### src/rtl/event_queue_x4.sv
// Event capture FIFO behind the 4-input priority encoder: detects new request
// events (flag rise or priority change), queues their codes, drains via valid/ready.
module event_queue_x4 #(
    parameter int DEPTH = 4,
    parameter int CW    = 2
) (
    input  logic                    clk,
    input  logic                    reset,
    input  logic                    enable,
    input  logic [CW-1:0]           code_in,
    input  logic                    flag_in,
    input  logic                    ready,
    input  logic                    ovf_clr,
    output logic [CW-1:0]           out,
    output logic                    valid,
    output logic                    full,
    output logic                    empty,
    output logic                    overflow,
    output logic [$clog2(DEPTH):0]  count
);

    localparam int AW   = $clog2(DEPTH);
    localparam int CNTW = AW + 1;
    localparam logic [CNTW-1:0] CNT_FULL = CNTW'(DEPTH);

    logic [CW-1:0]   mem [DEPTH];
    logic [AW-1:0]   wr_ptr;
    logic [AW-1:0]   rd_ptr;
    logic [CNTW-1:0] count_q;
    logic            overflow_q;
    logic            prev_flag;
    logic [CW-1:0]   prev_code;

    logic evt;
    logic push_req;
    logic pop;
    logic push;
    logic drop;

    // A falling flag is never an event; a code change under a held flag is.
    assign evt      = flag_in & (~prev_flag | (code_in != prev_code));
    assign push_req = enable & evt;
    assign pop      = valid & ready;
    assign push     = push_req & (~full | pop);
    assign drop     = push_req & full & ~pop;

    assign empty    = (count_q == '0);
    assign full     = (count_q == CNT_FULL);
    assign valid    = ~empty;
    assign out      = empty ? '0 : mem[rd_ptr];
    assign overflow = overflow_q;
    assign count    = count_q;

    always_ff @(posedge clk) begin
        if (reset) begin
            prev_flag <= 1'b0;
            prev_code <= '0;
        end else begin
            prev_flag <= flag_in;
            prev_code <= code_in;
        end
    end

    always_ff @(posedge clk) begin
        if (reset) begin
            wr_ptr     <= '0;
            rd_ptr     <= '0;
            count_q    <= '0;
            overflow_q <= 1'b0;
        end else begin
            if (push) begin
                wr_ptr <= wr_ptr + AW'(1);
            end
            if (pop) begin
                rd_ptr <= rd_ptr + AW'(1);
            end
            case ({push, pop})
                2'b10:   count_q <= count_q + CNTW'(1);
                2'b01:   count_q <= count_q - CNTW'(1);
                default: count_q <= count_q;
            endcase
            // A drop in the same cycle as a clear keeps the bit set.
            if (drop) begin
                overflow_q <= 1'b1;
            end else if (ovf_clr) begin
                overflow_q <= 1'b0;
            end
        end
    end

    always_ff @(posedge clk) begin
        if (push && !reset) begin
            mem[wr_ptr] <= code_in;
        end
    end

endmodule

### config.mk
export PLATFORM = sky130hd
export DESIGN_NAME = event_queue_x4
export DESIGN_NICKNAME = d
export VERILOG_FILES = /design/src/rtl/event_queue_x4.sv
export SDC_FILE = /design/constraint.sdc
export NUM_CORES = 1
export LEC_CHECK = 0
export CORE_UTILIZATION = 45
export CTS_CLUSTER_SIZE = 25
export DETAILED_ROUTE_END_ITERATION = 6
export PLACE_DENSITY = 0.72
export SYNTH_ARGS = -nofsm -noshare
export SYNTH_HDL_FRONTEND = slang
export SYNTH_SLANG_ARGS = --single-unit
### constraint.sdc
create_clock -name clk -period 2 [get_ports clk]
set_input_delay 0.2 -clock clk [delete_from_list [all_inputs] [get_ports clk]]
set_output_delay 0.2 -clock clk [all_outputs]
set_load 0.005 [all_outputs]
==> results of run 1 <==
sequential cells by signal, summed over array words and instances, names as in the netlist, named ones only:
| signal | cells |
|---|---|
| count | 3 |
| overflow | 1 |
| wr_ptr | 2 |
| mem | 8 |
| rd_ptr | 2 |
| prev_flag | 1 |
| prev_code | 2 |
cell type report:
type / instances / area (sq um) / share of cell area
Sequential cell: 21 / 505 / 0.374
Multi-Input combinational cell: 59 / 493 / 0.364
Timing Repair Buffer: 31 / 279 / 0.206
Tap cell: 27 / 33.8 / 0.0250
Clock buffer: 4 / 26.3 / 0.0194
Inverter: 4 / 15.0 / 0.0111
stage by stage:
step                      setup TNS (ns)  utilization  total power (W)
final                                  0        0.676          0.00141
after global routing             -0.0414        0.676          0.00151
after CTS                        -0.0216        0.658          0.00141
after detailed placement          -0.449        0.635          0.00119
after global placement            -0.379        0.635          0.00117
after floorplan                        0            -         0.000844
timing repair:
item | in CTS | in global routing
gates resized for setup | 5 | 10
setup buffers | 0 | 1
endpoints found under the setup margin | 3 | 3
pin swaps | 1 | 3
path summary, 6_finish.rpt:
| check | from | end | cells after the start |
|---|---|---|---|
| setup / recovery | prev_code[1] | count[2] | 7 |
| hold / removal | code_in[0] | mem[1][0] | 2 |
| setup reg to reg | prev_code[1] | count[2] | 7 |
| hold reg to reg | wr_ptr[1] | wr_ptr[1] | 2 |
metal layers:
layer / up-vias / routed length (microns)
met5: - / 0
li1: 368 / -
met3: 4 / 65
met1: 387 / 835
met4: 0 / 33
met2: 18 / 1080
cells by family (layout without fill, tap and decap cells):
group                      Yosys count  after routing  share of synthesized area
AOI/OAI and AO/OA                   12             12                     0.0809
DFF                                 21             21                      0.513
buffers and inverters                5             39                     0.0192
adders and majority gates            5              5                     0.0719
and+or+nand+nor                     33             33                      0.200
xor gates and xnor gates             4              4                     0.0360
muxes                                5              5                     0.0783
power by group through the flow:
stage                     Combinational (W)  Sequential, W  Clock, W
after floorplan                    0.000263       0.000580         0
after global placement             0.000623       0.000548         0
after detailed placement           0.000643       0.000550         0
after CTS                          0.000663       0.000545  0.000206
after global routing               0.000732       0.000553  0.000227
final                              0.000672       0.000545  0.000197
worst max-delay path, stage by stage (launching register included):
cell,delay (ns)
dfxtp_2,0.35
xor2_2,0.20
o31ai_2,0.10
and2_1,0.17
fa_2,0.34
nand2b_4,0.15
or4_1,0.41
a31oi_1,0.19
Yosys cell counts, drive strengths merged, types with 2 or more instances:
cell type	instances	area, sq um
ha	4	50.1
inv	4	15.0
mux2i	2	20.0
mux4	2	45.0
xor2	3	26.3
a21oi	3	15.0
edfxtp	8	240
or3	2	12.5
nor2b	6	37.5
nand2b	3	18.8
o31a	2	17.5
o21ai	2	10.0
dfxtp	13	260
nor2	7	26.3
and2	9	56.3
==> metrics.txt, run 1 <==
TritonCTS Buffers=3; unique cell type count in the Yosys netlist=30; largest net degree at the start of global routing=15; most common flop cell mapped by yosys=dfxtp_1; Total GRT Usage=0.186; Worst Setup End Kind=flop; clk sink count=21; worst hold slack=0.312 ns; Crit Path Max Fanout=3; clock root cell=clkbuf_4; fraction of layout cells with a size suffix above 1=0.277; Max-cap violations=0; Mapped Avg Cell Area=11.5 sq um; chip height=48.5 microns; Min Clock Period, post-route=1.96 ns; placed wire-length estimate=1470 microns; warnings from Yosys=0; GR met2 Demand/Resource=0.340; post-synthesis sequential area ratio=0.513; R2R setup slack=0.04 ns; DP Area=1270 sq um; commonest non-fill, non-tap cells in the layout=buf_4, clkdlybuf4s50_1, dfxtp_1; Worst-Skew Late Latency=0.29 ns; switching part of the total=0.301; NetSw=0.000426 W; final setup fails=0; wire length of the first global-routing pass=3330 microns; final wirelength=2010 microns; synthesis-to-layout area growth=38.8%; FFs w/ async S/R, synth=0; max frequency=509 MHz; vias per inst=5.32; gr busiest metal=met2; Final Hold Viols=0; post-cts hold buffer count=0; PortBufs=16; IO Pins=17; combinational power share=0.475; Finished Layout Cells=146; drt pass-1 iters=4; Pwr Density=1050 nW/um^2; DP Worst Slack=-0.396 ns; Max rail drop VDD=0.506 mV; Data arrival, critical path=2.19 ns; Post-Layout Inst Area=1350 sq um; GR Overflow Total=0; FF+latch count, synth=21; commonest non-fill, non-tap cell in the layout=buf_4; fill cell count=163; worst hold-check path type=in2reg; syn_nets=98; CP Data Required Time=2.22 ns; Clock power frac=0.140; Via Count=777; vias in the first global route=750; M3 GR Usage=0.0283; Post-synth EDFFs=8; die width=48.5 microns; Critical Path Source Type=flop; Post-Syn Instances=85; Least-Margin Pin Slew=0.253 ns; CTS tree=built; period utilization=0.982; Initial Utilization=0.487; Slew headroom=0.826; max-slew violations=0; synthesized cell area=975 sq um; status=complete, no violations; clock slew at reported path FFs=0.11 ns; Die Area=2360 sq um; post-route clock skew=0.00442 ns; drt first-iter violations=15; met1 usage=0.218; placed cells=141; leak pwr=0.549 nW; routability cong.=0.712; antenna viol nets, final=0; Max Root-Sink Buffers=2; worst setup margin=0.0361 ns; # H-tree levels=1; initial antenna violation count=0; Int Power=0.000988 W; Flop pwr share=0.385; core area=2000 sq um; Avg WL per Cell=13.8 microns; antenna cells=0; Rows=16; DRC=0; fin nets=133; Setup CP Type=reg2reg
Power figures use the tool's default switching activity.
==> run 2: changes to the inputs <==
Settings changed: CORE_UTILIZATION 45 to 43, PLACE_DENSITY 0.72 to 0.7.
==> run 2 against run 1 <==
Effect of this change:
- power down 1.1%
- largest cell class unchanged
- critical endpoint unchanged
- critical path depth down 1
- global-route usage down 2.0 points
- largest power group unchanged
- maximum frequency up 4.0%
==> metrics.txt, run 2 (synthesized netlist as in run 1, its figures left out) <==
max frequency=530 MHz (+4.0%); drt pass-1 iters=4 (unchanged); worst setup margin=0.112 ns (+0.0761 ns); hold path depth=2 (unchanged); setup TNS=0 ns (unchanged); Worst-Skew Late Latency=0.30 ns (about the same); Data arrival, critical path=2.13 ns (-0.06 ns); commonest non-fill, non-tap cells in the layout=buf_4, clkdlybuf4s50_1, and2_1, dfxtp_1, edfxtp_1; status=complete, no violations; TritonCTS Buffers=3 (unchanged); post-cts hold buffer count=0 (unchanged); Avg WL per Cell=12.5 microns (-9.1%); post-route clock skew=0.0114 ns (+0.00700 ns); Die Area=2460 sq um (+4.5%); Max rail drop VDD=0.527 mV (+4.1%); Slew headroom=0.773 (-0.0531); CP Data Required Time=2.24 ns (+0.02 ns); Initial Utilization=0.477 (-0.00955); DP Worst Slack=-0.352 ns (+0.0443 ns); Total GRT Usage=0.167 (-0.0196); Critical Path Source Type=flop; synthesis-to-layout area growth=40.4%; Reg-to-Reg End=count[2]; max-slew violations=0 (unchanged); Hold Path Sink=mem[0][0]; Worst Setup End Kind=flop; Least-Margin Pin Slew=0.339 ns (+0.0860 ns); Crit Path Max Fanout=2 (-1); clock root cell=clkbuf_4; antenna viol nets, final=0 (unchanged); worst hold start=code_in[0]; GR Overflow Total=0 (unchanged); antenna cells=0 (unchanged); worst hold-check path type=in2reg; Final Hold Viols=0 (unchanged); overall power=0.00140 W (-1.1%); final wirelength=1850 microns (-7.9%); chip height=49.6 microns (+2.2%); DRC=0 (unchanged); core area=2040 sq um (+2.0%); Most flops, register=mem; Pwr Density=1020 nW/um^2 (-2.2%); vias in the first global route=711 (-5.2%); commonest non-fill, non-tap cell in the layout=buf_4; Rows=16 (unchanged); drt first-iter violations=14 (-1); Max Root-Sink Buffers=2 (unchanged); largest net degree at the start of global routing=15 (unchanged); R2R setup slack=0.11 ns (+0.08 ns); Max-cap violations=0 (unchanged); fraction of layout cells with a size suffix above 1=0.306 (+0.0285); IO Pins=17 (unchanged); routability cong.=0.757 (+6.3%); Setup CP Type=reg2reg; Reg2Reg Depth=6 (-1); reg2reg start=count[2]; unrepaired setup endpoints after global routing=false; clock slew at reported path FFs=0.12 ns (about the same); worst hold slack=0.318 ns (+0.00547 ns); period utilization=0.944 (-0.0380); wire length of the first global-routing pass=3110 microns (-6.4%); CTS tree=built; placed wire-length estimate=1390 microns (-5.4%); final core utilization=0.670 (-0.00528); die width=49.6 microns (+2.2%); leak pwr=0.555 nW (+1.1%); Min Clock Period, post-route=1.89 ns (-0.0761 ns); max reg flops=8 (unchanged); clk sink count=21 (unchanged); vias per inst=5.05 (-5.2%); initial antenna violation count=0 (unchanged); fin nets=135 (+1.5%); # H-tree levels=1 (unchanged); final setup fails=0 (unchanged); PortBufs=16 (unchanged); fill cell count=168 (+3.1%); Via Count=747 (-3.9%)
## run 2: cell count changes in the layout (fill, tap and decap cells not counted), sizes merged
cell           delta
clkinv            +1
dlygate4sd2       +1
clkbuf            -1
clkdlybuf4s50     -1
buf               +2
## run 2: area by class of cell
class | count | area [sq um] | share of cell area
timing repair buffer | 33 | 293 | 0.214
inverter | 4 | 15.0 | 0.0110
clock buffer | 3 | 22.5 | 0.0165
clock inverter | 1 | 5.00 | 0.00366
sequential | 21 | 507 | 0.370
multi-input combinational | 59 | 493 | 0.360
tap | 27 | 33.8 | 0.0247
## run 2: metrics by stage
step	cells	cell area, sq um
final	148	1370
after global routing	148	1370
after CTS	148	1340
after detailed placement	142	1280
after global placement	142	1280
after floorplan	85	976
## run 2: repair_timing
item,4_1_cts,5_1_grt
endpoints found under the hold margin,0,0
pin swaps,2,2
setup buffers,2,0
gates resized for setup,6,10
endpoints found under the setup margin,4,3
## run 2: power breakdown
part | switching, W | total (W) | internal (W)
clock | 0.000126 | 0.000201 | 0.0000745
sequential | 0.0000381 | 0.000544 | 0.000506
combinational | 0.000254 | 0.000654 | 0.000399
## run 2: worst max path at each step
stage                     slack, ns  startpoint        to  cells after the start
after CTS                    -0.002  code_in[0]  count[2]                      8
after global placement        -0.31  code_in[1]  count[2]                      8
after global routing           0.03    count[2]  count[2]                      6
after floorplan                0.01    count[2]  count[2]                      6
after detailed placement      -0.35  code_in[1]  count[2]                      8
final                          0.11    count[2]  count[2]                      6
## run 2: layer usage
layer,part of all wire,global-route usage
met5,0,0
met4,0.0076,0.0714
met3,0.034,0.0309
met2,0.52,0.291
met1,0.43,0.199
## run 2: worst max-delay path, stage by stage, from the launching register on
cell,delay (ns)
dfxtp_2,0.34
o31a_1,0.30
and2_1,0.15
fa_2,0.34
nand2b_4,0.15
or4_1,0.39
a31oi_1,0.16
